$ cat config.mk
export PLATFORM = sky130hd
export DESIGN_NAME = shift_issue_queue
export DESIGN_NICKNAME = d
export VERILOG_FILES = /design/src/rtl/shift_issue_queue.sv
export SDC_FILE = /design/constraint.sdc
export NUM_CORES = 1
export LEC_CHECK = 0
export CORE_MARGIN = 1
export CORE_UTILIZATION = 45
export DETAILED_ROUTE_END_ITERATION = 8
export PLACE_DENSITY = 0.74
export SETUP_SLACK_MARGIN = 0.15
export SLEW_MARGIN = 20
export SYNTH_ARGS = -nofsm -noshare
export SYNTH_HDL_FRONTEND = slang
export SYNTH_SLANG_ARGS = --single-unit
$ cat constraint.sdc
create_clock -name clk -period 3.2 [get_ports clk]
set_input_delay 0.48 -clock clk [delete_from_list [all_inputs] [get_ports clk]]
set_output_delay 0.48 -clock clk [all_outputs]
set_load 0.02 [all_outputs]
$ cat src/rtl/shift_issue_queue.sv
// shift_issue_queue: a DEPTH-entry request FIFO that feeds an external
// combinational barrel shifter, plus a result register with its own
// valid/ready handshake toward writeback.
// Optional build macro SHIFT_ISSUE_STATS_EN adds saturating completion and
// stall counters (stat_done, stat_stall).
module shift_issue_queue #(
  parameter int DEPTH = 4,
  parameter int PTR_W = 2
) (
  input  logic        clk,
  input  logic        rst_n,
  input  logic        flush,
  input  logic        in_valid,
  output logic        in_ready,
  input  logic [31:0] in_a,
  input  logic [4:0]  in_b,
  input  logic [1:0]  in_aluc,
  output logic [31:0] sh_a,
  output logic [4:0]  sh_b,
  output logic [1:0]  sh_aluc,
  input  logic [31:0] sh_c,
  output logic        out_valid,
  input  logic        out_ready,
  output logic [31:0] out_c
`ifdef SHIFT_ISSUE_STATS_EN
  ,
  output logic [15:0] stat_done,
  output logic [15:0] stat_stall
`endif
);

  localparam logic [PTR_W:0] CNT_FULL = (PTR_W + 1)'(DEPTH);

  // Entry storage; validity is tracked by count_q, so no per-entry reset.
  logic [31:0] mem_a_q    [DEPTH];
  logic [4:0]  mem_b_q    [DEPTH];
  logic [1:0]  mem_aluc_q [DEPTH];

  logic [PTR_W-1:0] wr_ptr_q, wr_ptr_d;
  logic [PTR_W-1:0] rd_ptr_q, rd_ptr_d;
  logic [PTR_W:0]   count_q, count_d;
  logic             out_valid_q, out_valid_d;
  logic [31:0]      out_c_q, out_c_d;

  logic head_valid;
  logic slot_free;
  logic push;
  logic pop;

  // Handshake qualifiers; in_ready depends only on registered count.
  always_comb begin
    head_valid = (count_q != '0);
    in_ready   = (count_q != CNT_FULL);
    slot_free  = !out_valid_q || out_ready;
    push       = in_valid && in_ready && !flush;
    pop        = head_valid && slot_free && !flush;
  end

  // Head entry onto the shifter bus; zeros when the queue is empty.
  always_comb begin
    sh_a    = '0;
    sh_b    = '0;
    sh_aluc = '0;
    if (head_valid) begin
      sh_a    = mem_a_q[rd_ptr_q];
      sh_b    = mem_b_q[rd_ptr_q];
      sh_aluc = mem_aluc_q[rd_ptr_q];
    end
  end

  // Entry write on an accepted push.
  always_ff @(posedge clk) begin
    if (push) begin
      mem_a_q[wr_ptr_q]    <= in_a;
      mem_b_q[wr_ptr_q]    <= in_b;
      mem_aluc_q[wr_ptr_q] <= in_aluc;
    end
  end

  // Next-state for pointers, occupancy and result register; flush wins.
  always_comb begin
    wr_ptr_d    = wr_ptr_q;
    rd_ptr_d    = rd_ptr_q;
    count_d     = count_q;
    out_valid_d = out_valid_q;
    out_c_d     = out_c_q;
    if (flush) begin
      wr_ptr_d    = '0;
      rd_ptr_d    = '0;
      count_d     = '0;
      out_valid_d = 1'b0;
    end else begin
      if (push) wr_ptr_d = wr_ptr_q + 1'b1;
      if (pop) begin
        rd_ptr_d    = rd_ptr_q + 1'b1;
        out_valid_d = 1'b1;
        out_c_d     = sh_c;
      end else if (out_valid_q && out_ready) begin
        out_valid_d = 1'b0;
      end
      case ({push, pop})
        2'b10:   count_d = count_q + 1'b1;
        2'b01:   count_d = count_q - 1'b1;
        default: count_d = count_q;
      endcase
    end
  end

  // Control and result state registers.
  always_ff @(posedge clk or negedge rst_n) begin
    if (!rst_n) begin
      wr_ptr_q    <= '0;
      rd_ptr_q    <= '0;
      count_q     <= '0;
      out_valid_q <= 1'b0;
      out_c_q     <= '0;
    end else begin
      wr_ptr_q    <= wr_ptr_d;
      rd_ptr_q    <= rd_ptr_d;
      count_q     <= count_d;
      out_valid_q <= out_valid_d;
      out_c_q     <= out_c_d;
    end
  end

  assign out_valid = out_valid_q;
  assign out_c     = out_c_q;

`ifdef SHIFT_ISSUE_STATS_EN
  logic [15:0] stat_done_q, stat_done_d;
  logic [15:0] stat_stall_q, stat_stall_d;

  // Saturating event counters, cleared by flush.
  always_comb begin
    stat_done_d  = stat_done_q;
    stat_stall_d = stat_stall_q;
    if (flush) begin
      stat_done_d  = '0;
      stat_stall_d = '0;
    end else begin
      if (out_valid_q && out_ready && (stat_done_q != 16'hFFFF))
        stat_done_d = stat_done_q + 16'd1;
      if (in_valid && !in_ready && (stat_stall_q != 16'hFFFF))
        stat_stall_d = stat_stall_q + 16'd1;
    end
  end

  // Counter registers.
  always_ff @(posedge clk or negedge rst_n) begin
    if (!rst_n) begin
      stat_done_q  <= '0;
      stat_stall_q <= '0;
    end else begin
      stat_done_q  <= stat_done_d;
      stat_stall_q <= stat_stall_d;
    end
  end

  assign stat_done  = stat_done_q;
  assign stat_stall = stat_stall_q;
`endif

endmodule

==> flow_summary.yaml <==
outcome:
  status: "completed"
final_layout:
  layout.core_utilization_pct: 61.0
  postLayoutCellArea_um2: 10100
  layout-drive-gt1-share_pct: 14.8
  fillCellCount: 1215
  final_net_count: 688
  syn_to_final_growth_pct: 32.5
  antenna_cells: 0
clocking:
  cts_buffers: 17
  clock_insertion_delay_worst_skew_ns: 0.42
  clock_sink_count: 196
  path_clk_slew_ns: 0.07
  ctsHoldBuffers: 0
  level_count_of_the_clock_h_tree: 4
  clock_tree.buffer_depth: 2
  ctsRootBufferMaster: "sky130_fd_sc_hd__clkbuf_16"
  tritoncts_clock_tree: "yes"
floorplanning:
  die_x_um: 132
  boundaryPins: 149
  fp-row-count: 47
  design.die.area_um2: 17500
  die_height_um: 132
  coreArea_um2: 16600
  start_util_pct: 46.0
detailed_routing:
  first_iter_violations: 221
  route.detailed.vias_per_inst: 5.15
  wire_per_inst_um: 17.7
  vias: 4322
  wirelength_um: 14800
  ant_nets: 0
  post-route-drc-count: 0
  firstDrtPassIters: 4
timing:
  grt_setup_unrepaired: "false"
  timing.setup.tns_ns: 0
  post-route-min-period_ns: 2.87
  setup_clock_skew_after_layout_ns: 0.00699
  fmax_mhz: 349
  setup_viol_count_final: 0
  relSlewSlack_pct: 43.6
  period_share_pct: 89.5
  worst-slew-pin-transition_ns: 0.846
  maxSlewViolCount: 0
  hold_violations: 0
pwr:
  power-per-cell-area_nw_per_um2: 896
  power.static_leakage_nw: 3.57
  irDropWorstVdd_uv: 499
setup_path:
  timing_worst_setup_path_type: "reg2out"
  end_kind: "output port"
  buffering_stage_count_on_the_worst_path_with_inverters_included: 2
  crit_path_max_fanout: 24
  cpMaxStageDelayCell: "sky130_fd_sc_hd__clkdlybuf4s50_1"
  critical_path_cell_sequence: "buf_12 -> mux4_2 -> nor2b_1 -> clkdlybuf4s50_1"
  crit_required_ns: 2.72
  cp_slowest_stage_delay_ns: 0.59
  arrival_ns: 2.39
  critical-path-top-delay-family: "buffers and inverters"
  cp-start-kind: "flop"
yosys:
  synthCells: 448
  synth.yosys.seq_area_share_pct: 74.5
  post_synthesis_compound_gate_area_fraction_pct: 1.28
  synth_warnings: 0
  mappedNetlistNets: 529
  netlist_top_cells_area: "sky130_fd_sc_hd__edfxtp_1 61%, sky130_fd_sc_hd__dfrtp_1 13%, sky130_fd_sc_hd__mux4_2 12%"
  synth_top_area_cell: "sky130_fd_sc_hd__edfxtp_1"
  synth_simple_gate_area_share_pct: 9.91
  yosys.area_share.adder_pct: 0.918
  yosys-mux-area-fraction_pct: 11.5
  netlist.area_leader.share_pct: 61.4
  synth_area_per_cell_um2: 17.0
  yosys.area_share.xor_xnor_pct: 0.344
  synth_area_um2: 7630
  combinational_family_with_the_most_area_after_synthesis: "multiplexers"
  postSynthRegisterBits: 196
  netlist-cell-type-count: 31
min_path:
  hp_class: "in2async"
place:
  placedInstanceArea_um2: 9470
  post-dp-hpwl_um: 9210
  gp_routability_congestion: 0.854
  io_buffer_count: 148
global_route:
  first_global_vias: 4652
  antenna_violations_before_repair: 0
  grt_overflow_total: 0
  grt.total_usage_pct: 18.1
  grt_max_degree: 41
  grtUsageMet3_pct: 5.61
  grt_first_pass_wirelength_um: 23800
  groute.layer.met2.usage_pct: 30.0
  met1_usage_pct: 23.0
  globalRoute.busiestLayer: "met2"
job:
  max_cap_viol_count: 0
## per-layer routing
layer	up-vias	part of all wire, %	routed length [um]
met5	-	0	0
met4	0	0.88	131
met3	13	6.3	933
met2	164	49	7320
met1	2173	44	6460
li1	1972	-	-
## cells by family (layout without fill, tap and decap cells)
logic type,after synthesis,count (layout)
xor gates and xnor gates,3,3
DFF,196,196
muxes,39,39
adders and majority gates,5,5
buffers and inverters,28,200
AOI/OAI and AO/OA,15,15
and+or+nand+nor,162,162
## final timing paths
path	cells after the start	endpoint	slack [ns]	start
max	4	sh_a[4]	0.33	rd_ptr_q[0]$_DFFE_PN0P_
min	1	out_c[23]$_DFFE_PN0P_	0.17	rst_n
max reg2reg	7	count_q[2]$_DFFE_PN0P_	0.72	out_valid$_DFFE_PN0P_
min reg2reg	2	out_c[16]$_DFFE_PN0P_	0.48	out_c[16]$_DFFE_PN0P_
max in group asynchronous	1	rd_ptr_q[0]$_DFFE_PN0P_	2.41	rst_n
min in group clk	2	out_c[16]$_DFFE_PN0P_	0.48	out_c[16]$_DFFE_PN0P_
## what timing repair did
| action | CTS | global route |
|---|---|---|
| setup endpoints to repair | 28 | 0 |
| gates resized for setup | 1 | 0 |
| setup buffers | 3 | 0 |
## power breakdown
group / internal, mW / total, mW / leakage, nW / switching (mW)
clock network: 1.30 / 2.17 / 0.293 / 0.869
registers: 3.10 / 3.29 / 1.92 / 0.190
logic: 1.74 / 3.60 / 1.36 / 1.85
total: 6.15 / 9.06 / 3.57 / 2.91
## registers in the layout, indices dropped and copies added (netlist names)
signal / count
count_q: 3
mem_a_q: 128
mem_aluc_q: 8
mem_b_q: 20
out_c: 32
out_valid: 1
rd_ptr_q: 2
wr_ptr_q: 2
## cell type report
type                       instances  area, um2  area share (%)
sequential                       196       5690            56.3
multi-input combinational        224       1840            18.2
timing repair buffer             164       1670            16.5
clock buffer                      18        429            4.25
tap                              220        275            2.72
clock inverter                    14        183            1.81
inverter                           4       15.0           0.149
## cells in the mapped netlist (all sizes together)
cell type and number:
buf 11, a2111o 1, and2 4, o211ai 1, a21o 2, ha 4, o21ai 2, o311ai 1
nor3 3, xnor2 3, nor2 5, a31oi 2, or3b 1, edfxtp 156, inv 4, nand4 1
nand2 99, nand2b 2, or4 1, mux4 39, a211oi 1, dfrtp 40, clkbuf 13, nor2b 40
a21oi 5, nand3 3, fa 1, or3 2, nor3b 1
## through the flow
step	hold slack [ns]	total power, mW	instances	setup WS [ns]
finish	0.170	9.06	840	0.335
global route	0.229	9.51	840	0.220
CTS	0.188	9.17	840	0.303
detailed placement	0.466	6.95	805	0.251
global placement	0.458	6.89	805	0.346
floorplan	0.184	5.34	448	0.548
## cells in the final DEF (no fill, tap or decap), types with 2 or more instances in the layout
cell type / netlist / routed
sky130_fd_sc_hd__clkinvlp_4: 0 / 2
sky130_fd_sc_hd__a31oi_1: 2 / 2
sky130_fd_sc_hd__edfxtp_1: 156 / 156
sky130_fd_sc_hd__a21oi_1: 5 / 5
sky130_fd_sc_hd__buf_4: 0 / 10
sky130_fd_sc_hd__and2_2: 0 / 4
sky130_fd_sc_hd__nand2b_1: 2 / 2
sky130_fd_sc_hd__o21ai_0: 2 / 2
sky130_fd_sc_hd__buf_12: 0 / 6
sky130_fd_sc_hd__dfrtp_1: 40 / 38
sky130_fd_sc_hd__ha_1: 4 / 4
sky130_fd_sc_hd__clkinv_1: 0 / 3
sky130_fd_sc_hd__a21o_1: 2 / 2
sky130_fd_sc_hd__bufinv_16: 0 / 4
sky130_fd_sc_hd__nor2b_1: 40 / 40
sky130_fd_sc_hd__nand3_1: 3 / 3
sky130_fd_sc_hd__clkdlybuf4s50_1: 0 / 147
sky130_fd_sc_hd__inv_1: 4 / 4
sky130_fd_sc_hd__clkbuf_16: 0 / 17
sky130_fd_sc_hd__inv_6: 0 / 2
sky130_fd_sc_hd__nand2_1: 99 / 99
sky130_fd_sc_hd__or3_1: 2 / 2
sky130_fd_sc_hd__mux4_2: 39 / 39
sky130_fd_sc_hd__clkinv_2: 0 / 2
sky130_fd_sc_hd__xnor2_1: 3 / 3
sky130_fd_sc_hd__nor2_1: 5 / 5
No activity file was read; power rests on OpenSTA's default activity.
